===== src/rtl/muu_value_resp_mc.sv =====
// ============================================================================
// Module   : muu_value_resp_mc
// Function : Multi-channel value-response generator. Emits a header per
//            request, streams or drains the value, and splits into packets.
// Revision : 1.0 - initial release
// ============================================================================
`default_nettype none

module muu_value_resp_mc #(
    parameter int DATA_WIDTH = 512,
    parameter int META_WIDTH = 96,
    parameter int LEN_WIDTH  = 10,
    parameter int NUM_CHAN   = 2,
    parameter int CHAN_BITS  = 1,
    parameter int MAX_WORDS  = 18
) (
    input  logic                                          clk,
    input  logic                                          rst,
    input  logic [1+CHAN_BITS+LEN_WIDTH+META_WIDTH-1:0]   i_req_data,
    input  logic                                          i_req_valid,
    output logic                                          o_req_ready,
    input  logic [NUM_CHAN*DATA_WIDTH-1:0]                i_val_data,
    input  logic [NUM_CHAN-1:0]                           i_val_valid,
    output logic [NUM_CHAN-1:0]                           o_val_ready,
    output logic [META_WIDTH+DATA_WIDTH-1:0]              o_out_data,
    output logic                                          o_out_valid,
    output logic                                          o_out_last,
    input  logic                                          i_out_ready,
    output logic [31:0]                                   o_stat_resp,
    output logic [31:0]                                   o_stat_drop
);

    localparam int c_W      = DATA_WIDTH / 64;
    localparam int c_BW     = LEN_WIDTH + 1;
    localparam int c_PKT_W  = $clog2(MAX_WORDS + 1);
    localparam int c_CB1    = CHAN_BITS + 1;

    localparam logic [c_BW-1:0]    c_W_M1     = c_BW'(c_W - 1);
    localparam logic [c_BW-1:0]    c_W_V      = c_BW'(c_W);
    localparam logic [c_BW-1:0]    c_ONE_BEAT = c_BW'(1);
    localparam logic [c_PKT_W-1:0] c_PKT_LAST = c_PKT_W'(MAX_WORDS - 1);
    localparam logic [c_CB1-1:0]   c_NCHAN    = c_CB1'(NUM_CHAN);

    localparam logic [1:0] S_IDLE  = 2'd0;
    localparam logic [1:0] S_VALUE = 2'd1;
    localparam logic [1:0] S_DROP  = 2'd2;

    logic [1:0]                         r_state;
    logic [META_WIDTH-1:0]              r_meta;
    logic [CHAN_BITS-1:0]               r_chan;
    logic [c_BW-1:0]                    r_beats;
    logic [c_PKT_W-1:0]                 r_pkt_cnt;
    logic [META_WIDTH+DATA_WIDTH-1:0]   r_out_data;
    logic                               r_out_valid;
    logic                               r_out_last;
    logic [31:0]                        r_stat_resp;
    logic [31:0]                        r_stat_drop;

    logic [META_WIDTH-1:0]  w_req_meta;
    logic [LEN_WIDTH-1:0]   w_req_len;
    logic [CHAN_BITS-1:0]   w_req_chan;
    logic                   w_req_drop;
    logic [c_BW-1:0]        w_req_beats;
    logic                   w_chan_ok;
    logic                   w_beats_nz;
    logic                   w_hdr_last;
    logic [DATA_WIDTH-1:0]  w_hdr_beat;
    logic                   w_slot_free;
    logic                   w_req_fire;
    logic [DATA_WIDTH-1:0]  w_sel_data;
    logic                   w_sel_valid;
    logic                   w_val_fire;
    logic                   w_drop_fire;
    logic                   w_last_beat;
    logic                   w_pkt_full;

    assign w_req_meta  = i_req_data[META_WIDTH-1:0];
    assign w_req_len   = i_req_data[META_WIDTH +: LEN_WIDTH];
    assign w_req_chan  = i_req_data[META_WIDTH+LEN_WIDTH +: CHAN_BITS];
    assign w_req_drop  = i_req_data[META_WIDTH+LEN_WIDTH+CHAN_BITS];
    assign w_req_beats = ({1'b0, w_req_len} + c_W_M1) / c_W_V;
    assign w_chan_ok   = {1'b0, w_req_chan} < c_NCHAN;
    assign w_beats_nz  = (w_req_beats != '0);
    // Drops and bad channels never stream on the output, so their header closes the packet.
    assign w_hdr_last  = w_req_drop | !w_chan_ok | !w_beats_nz;

    always_comb begin
        w_hdr_beat        = '0;
        w_hdr_beat[15:0]  = w_chan_ok ? 16'hFFFF : 16'hFFFE;
        w_hdr_beat[31:16] = (w_req_drop || !w_chan_ok) ? 16'd0 : 16'(w_req_beats);
        w_hdr_beat[47:32] = 16'(w_req_len);
    end

    // The output slot frees when empty or when its beat leaves this cycle.
    assign w_slot_free = !r_out_valid | i_out_ready;
    assign o_req_ready = !rst && (r_state == S_IDLE) && w_slot_free;
    assign w_req_fire  = o_req_ready & i_req_valid;

    always_comb begin
        w_sel_data  = '0;
        w_sel_valid = 1'b0;
        for (int k = 0; k < NUM_CHAN; k++) begin
            if (r_chan == CHAN_BITS'(k)) begin
                w_sel_data  = i_val_data[k*DATA_WIDTH +: DATA_WIDTH];
                w_sel_valid = i_val_valid[k];
            end
        end
    end

    for (genvar k = 0; k < NUM_CHAN; k++) begin : g_ready
        localparam logic [CHAN_BITS-1:0] c_K = CHAN_BITS'(k);
        assign o_val_ready[k] = !rst && (r_chan == c_K) &&
                                (((r_state == S_VALUE) && w_slot_free) || (r_state == S_DROP));
    end

    assign w_val_fire  = (r_state == S_VALUE) && w_slot_free && w_sel_valid;
    assign w_drop_fire = (r_state == S_DROP) && w_sel_valid;
    assign w_last_beat = (r_beats == c_ONE_BEAT);
    assign w_pkt_full  = (r_pkt_cnt == c_PKT_LAST);

    always_ff @(posedge clk) begin
        if (rst) begin
            r_state     <= S_IDLE;
            r_meta      <= '0;
            r_chan      <= '0;
            r_beats     <= '0;
            r_pkt_cnt   <= '0;
            r_out_data  <= '0;
            r_out_valid <= 1'b0;
            r_out_last  <= 1'b0;
            r_stat_resp <= '0;
            r_stat_drop <= '0;
        end else begin
            if (w_req_fire) begin
                r_meta      <= w_req_meta;
                r_chan      <= w_req_chan;
                r_beats     <= w_req_beats;
                r_out_data  <= {w_req_meta, w_hdr_beat};
                r_out_valid <= 1'b1;
                r_out_last  <= w_hdr_last;
                r_pkt_cnt   <= w_hdr_last ? '0 : c_PKT_W'(1);
                r_stat_resp <= r_stat_resp + 32'd1;
                if (!w_chan_ok || !w_beats_nz) begin
                    r_state <= S_IDLE;
                end else if (w_req_drop) begin
                    r_state <= S_DROP;
                end else begin
                    r_state <= S_VALUE;
                end
            end else if (w_val_fire) begin
                r_out_data  <= {r_meta, w_sel_data};
                r_out_valid <= 1'b1;
                r_out_last  <= w_last_beat | w_pkt_full;
                r_pkt_cnt   <= (w_last_beat | w_pkt_full) ? '0 : r_pkt_cnt + c_PKT_W'(1);
                r_beats     <= r_beats - c_ONE_BEAT;
                if (w_last_beat) begin
                    r_state <= S_IDLE;
                end
            end else if (i_out_ready) begin
                r_out_valid <= 1'b0;
            end

            if (w_drop_fire) begin
                r_beats     <= r_beats - c_ONE_BEAT;
                r_stat_drop <= r_stat_drop + 32'd1;
                if (w_last_beat) begin
                    r_state <= S_IDLE;
                end
            end
        end
    end

    assign o_out_data  = r_out_data;
    assign o_out_valid = r_out_valid;
    assign o_out_last  = r_out_last;
    assign o_stat_resp = r_stat_resp;
    assign o_stat_drop = r_stat_drop;

endmodule

`default_nettype wire


===== config.mk =====
export PLATFORM = sky130hd
export DESIGN_NAME = muu_value_resp_mc
export DESIGN_NICKNAME = d
export VERILOG_FILES = /design/src/rtl/muu_value_resp_mc.sv
export SDC_FILE = /design/constraint.sdc
export NUM_CORES = 2
export LEC_CHECK = 0
export BUFFER_PORTS_ARGS = -buffer_cell sky130_fd_sc_hd__buf_2
export CAP_MARGIN = 20
export CORE_AREA = 10 10 689 691
export DETAILED_ROUTE_END_ITERATION = 10
export DIE_AREA = 0 0 699 701
export GPL_TIMING_DRIVEN = 0
export SETUP_SLACK_MARGIN = 0.4
export SYNTH_ARGS = -nofsm -noshare
export SYNTH_HDL_FRONTEND = slang
export SYNTH_SLANG_ARGS = --single-unit

===== constraint.sdc =====
create_clock -name clk -period 4.1 [get_ports clk]
set_clock_uncertainty 0.2 [all_clocks]
set_input_delay 0.82 -clock clk [delete_from_list [all_inputs] [get_ports clk]]
set_output_delay 0.82 -clock clk [all_outputs]
set_load 0.005 [all_outputs]

; Yosys cells after proc, flatten, opt, wreduce, memory -nomap -nowiden
; Cells that the tools add are included.
[classes]
n_reduce_logical = 19
n_mux = 24
n_addsub = 5
n_bitwise = 5
n_eq_ne = 4
[op_table]
columns = cell, n
row1 = 608-bit 2-to-1 mux, 2
row2 = 512-bit 2-to-1 mux, 1
row3 = 32-bit by 1-bit adder with 32-bit output (second input constant), 2
row4 = 11-bit 2-to-1 mux, 3
row5 = 5-bit 2-to-1 mux, 3
row6 = 2-bit 2-to-1 mux, 7
row7 = 10-bit by 3-bit adder with 11-bit output (second input constant), 1
row8 = 11-bit by 1-bit == test with 1-bit output (second input constant), 1
row9 = 11-bit nonzero test, 1
row10 = 11-bit by 1-bit subtractor with 11-bit output (second input constant), 1
row11 = 1-bit logical AND, 9
row12 = 8-bit 2-to-1 mux, 1
row13 = 1-bit 2-to-1 mux, 7
row14 = 3-bit nonzero test, 2
row15 = 5-bit by 1-bit adder with 5-bit output (second input constant), 1
row16 = 5-bit == test (second input constant), 1
row17 = 1-bit logical NOT, 3
row18 = 1-bit OR, 3
row19 = 2-bit by 1-bit == test with 1-bit output (second input constant), 1
row20 = 2-bit == test (second input constant), 1
row21 = 2-bit logical NOT, 1
row22 = 2-bit nonzero test, 1
row23 = 2-bit OR reduction, 1
row24 = 1-bit bitwise AND, 1
row25 = 2 further kinds, 2
[word_totals]
out_inout_bits = 677
input_bits = 1138
register_bits = 789
word_cells = 68

; Longest topological paths before layout
[logic_depth]
word_depth = 8
ltp_mapped = 9

; Worst setup path before layout
; Ideal clock, no wire load.
[synth_timing]
kind = input to register
start = input rst
end = register r_stat_resp[31], in the netlist o_stat_resp[31]
cell_stages = 6
t_required_ns = 3.777
slack_ns = 1.416
setup_ns = 0.123
t_arrival_ns = 2.360
cell_sequence = buf_4 nor3b_4 nand3_4 nor4_4 or3b_1 mux2_1
[synth_between]
elab_chain_len = 4
[synth_lines]
columns = item, line_no
row1 = start: declaration, 18  ; input logic rst,
row2 = 1-bit logical NOT, 96  ; assign o_req_ready = !rst && (r_state == S_IDLE) && w_slot_free;
row3 = 1-bit logical AND (2 in series), 96
row4 = 1-bit bitwise AND, 97  ; assign w_req_fire = o_req_ready & i_req_valid;
row5 = end signal: assignment, 142  ; r_stat_resp <= r_stat_resp + 32'd1;
row6 = end: declaration, 56  ; logic [31:0] r_stat_resp;
; Several ways; a longest one is shown, not always the timed one.
; A chain may end at the register's enable or synchronous reset.

; Worst setup path after layout
[layout_timing]
start = register r_chan
end = register r_out_data[321], in the netlist o_out_data[321]
[layout_between]
elab_chain_len = 2
[layout_lines]
columns = item, line_no
row1 = start: declaration, 50  ; logic [CHAN_BITS-1:0] r_chan;
row2 = start signal: assignment, 136  ; r_chan <= w_req_chan;
row3 = 1-bit 2-to-1 mux, 103  ; if (r_chan == CHAN_BITS'(k)) begin
row4 = 1-bit logical AND, 116  ; assign w_val_fire = (r_state == S_VALUE) && w_slot_free && w_sel_valid;
row5 = end signal: assignment, 138  ; r_out_data <= {w_req_meta, w_hdr_beat};
row6 = end signal: assignment, 151  ; r_out_data <= {r_meta, w_sel_data};
row7 = end: declaration, 53  ; logic [META_WIDTH+DATA_WIDTH-1:0] r_out_data;
; Several ways; a longest one is shown, not always the timed one.

==> results_dict.tcl <==
set metrics [dict create \
    irDropWorstVdd_mv 0.368 \
    cts.path.max_buffers 4 \
    syn-num-nets 4809 \
    via_per_inst 3.33 \
    stdcell_count 12300 \
    core_area_mm2 0.461 \
    area_delta_synth_final_pct 71.0 \
    hold_path_class "input pin to register" \
    clk_pin_slew_ns 0.07 \
    synth_flop_cell "dfxtp_1" \
    final_cell_mix "buf_2, dfxtp_1, nor2_1" \
    rsz0062_at_grt "yes" \
    rows 250 \
    gr-total-overflow 0 \
    async_reset_ff_share_pct 0 \
    grt_pass1_vias 37800 \
    cts.sink_count 789 \
    drc 0 \
    ys_seq_area_share_pct 47.7 \
    setup_viol 0 \
    crit_path_top_delay_cell "mux2i_1" \
    initialDrtViolationCount 3589 \
    cts_made_buffers 112 \
    synth-edff-count 0 \
    gp_congestion 0.970 \
    worst-path-buf-inv 5 \
    crit_chain "buf_2 -> buf_2 -> buf_16 -> buf_2 -> clkbuf_1 -> mux2i_1 -> a211oi_1" \
    fin_crit_ns 3.62 \
    wl_per_cell_um 39.1 \
    ys_seq_elements 789 \
    max-slew-margin-rel_pct 17.0 \
    worst_slack_ns 0.478 \
    nets 6920 \
    max_slew.worst_pin.slew_ns 1.22 \
    root_buffer "clkbuf_16" \
    finalPower_mw 22.7 \
    mostFrequentLayoutCell "buf_2" \
    ys_types 58 \
    drt_first_pass_iters 5 \
    dp_hpwl_mm 439 \
    synth_cells 3665 \
    dp_slack_ns -0.924 \
    drive_above_1_share_pct 37.2 \
    htree_levels 3 \
    cap_viol_max_count 0 \
    track_usage_pct 18.6 \
    use_met2_pct 31.3 \
    arrival_ns 4.08 \
    fp.dieW_um 699 \
    cpMostUsedCell "buf_2" \
    grt_max_degree 20 \
    yosys_warnings 0 \
    start_util_pct 7.17 \
    grt_antenna_before_repair 472 \
    grt.busiest_layer "met2" \
    max_freq_ghz 0.276 \
    slew_violations 0 \
    max_stage_delay_ns 1.00 \
    vias 40800 \
    cp-end-kind "register" \
    io_pins 1815 \
    io_buffers 1813 \
    critPathTopFamily "buffers and inverters" \
    grtUsageMet3_pct 7.04 \
    syn_area_mm2 0.0331 \
    syn_area_per_cell_um2 9.03 \
    power_density_mw_per_mm2 402 \
    grt_pass1_wl_mm 560 \
    crit_path_start_kind "register" \
    die_area_mm2 0.490 \
    cts_tree "yes" \
    use_met1_pct 20.9 \
    clkLatencyLatePin_ns 0.88 \
    timing.final.crit_share_pct 88.3 \
    hold_violations 0 \
    postRouteAntennaNets 0 \
    leakage_nw 21.1 \
    crit_type "register to register" \
    finish.utilization_pct 12.3 \
    routed_wirelength_mm 480 \
    status "complete, no violations" \
    placed_cells 11700 \
    crit_fanout 10 \
    cp.required_ns 4.56 \
    die_y_um 701 \
]
==> area by class of cell <==
cell class	count	area (um^2)
fill	53300	405000
multi-input combinational	2541	16100
sequential	789	15800
timing repair buffer	1997	11200
tap	6174	7720
clock buffer	143	3090
buffer	314	1290
clock inverter	60	772
antenna	236	591
inverter	21	78.8
==> cells by family (layout without fill, tap and decap cells) <==
kind of cell	after synthesis	after routing	synth area share [%]
simple gates	1180	1180	14.6
flops	789	789	47.7
compound gates	775	775	16.2
mux	518	518	15.7
buf+inv	335	2535	3.95
xor+xnor	62	62	1.64
fa+ha+maj	6	6	0.227
other cells	0	236	0
==> final timing paths <==
check                           cells after the start            from               to  slack (ns)
worst max-delay path                                7          r_chan  o_out_data[321]        0.48
worst min-delay path                                3  i_req_data[27]       r_meta[27]        0.08
worst max register to register                      7          r_chan  o_out_data[321]        0.48
worst min register to register                      2      r_meta[49]       r_meta[49]        0.26
==> worst reg2reg max path, delay by kind of cell (launching register included) <==
family | cells | cell delay [ns]
muxes | 1 | 1.00
buffers and inverters | 5 | 1.72
DFF | 1 | 0.30
AOI/OAI and AO/OA | 1 | 0.18
==> report_power, final <==
part	switching [mW]	internal, mW	total (mW)
Combinational	2.71	1.27	3.98
Clock	4.46	6.16	10.6
Sequential	0.183	7.96	8.14
==> sequential cells by signal, indices dropped and copies added, names as in the netlist <==
name / flops
o_out_last: 1
r_beats: 11
r_state: 2
o_out_data: 608
r_pkt_cnt: 5
r_meta: 96
o_stat_drop: 32
r_chan: 1
o_out_valid: 1
o_stat_resp: 32
==> synth_stat cells (2+ instances only) <==
| cell type | count | area [um^2] |
|---|---|---|
| o2bb2ai_1 | 2 | 17.5 |
| and2_1 | 2 | 12.5 |
| ha_1 | 6 | 75.1 |
| nor2_1 | 606 | 2270 |
| o31ai_1 | 2 | 15.0 |
| a221oi_1 | 12 | 105 |
| or4_1 | 2 | 15.0 |
| clkbuf_1 | 239 | 897 |
| nand4_1 | 12 | 75.1 |
| inv_1 | 21 | 78.8 |
| a32o_1 | 3 | 30.0 |
| a21o_1 | 2 | 15.0 |
| and3_1 | 7 | 43.8 |
| mux2_2 | 4 | 45.0 |
| o211ai_1 | 4 | 30.0 |
| a211oi_1 | 486 | 3650 |
| xnor2_1 | 51 | 447 |
| a31oi_1 | 93 | 582 |
| nor4_4 | 2 | 42.5 |
| nor3b_1 | 2 | 15.0 |
| or3_1 | 9 | 56.3 |
| buf_2 | 36 | 180 |
| o21ai_0 | 19 | 95.1 |
| nand2_1 | 426 | 1600 |
| a22o_1 | 2 | 17.5 |
| nor3_1 | 33 | 165 |
| mux2i_1 | 513 | 5130 |
| nand2b_1 | 6 | 37.5 |
| nor4_1 | 19 | 119 |
| xor2_1 | 11 | 96.3 |
| nand3_1 | 29 | 145 |
| o311ai_0 | 3 | 26.3 |
| dfxtp_1 | 789 | 15800 |
| a22oi_1 | 2 | 15.0 |
| a21oi_1 | 138 | 691 |
| nand4b_1 | 2 | 17.5 |
| buf_1 | 37 | 139 |
| and4_1 | 10 | 87.6 |
| nor2b_1 | 4 | 25.0 |
==> repair_timing <==
item	4_1_cts	5_1_grt
hold endpoints to repair	180	0
setup endpoints to repair	487	38
gates resized for setup	25	18
hold buffers	113	0
pin swaps	1	0
setup buffers	2	0
==> per-layer routing <==
layer	part of all wire [%]	wire length (um)	up-vias
li1	-	-	17600
met1	38	183000	19500
met2	47	227000	2785
met3	9.2	44300	876
met4	5.1	24700	152
met5	0.28	1330	-
==> through the flow <==
stage	hold WS [ns]	TNS (ns)	instance area, um^2
2_1_floorplan	0.233	0	33100
3_3_place_gp	0.243	-835.31	49900
3_5_place_dp	0.246	-185.01	50900
4_1_cts	0.000121	0	56000
5_1_grt	0.0369	0	56300
6_report	0.0803	0	56600
(Power assumes the default switching activity.)
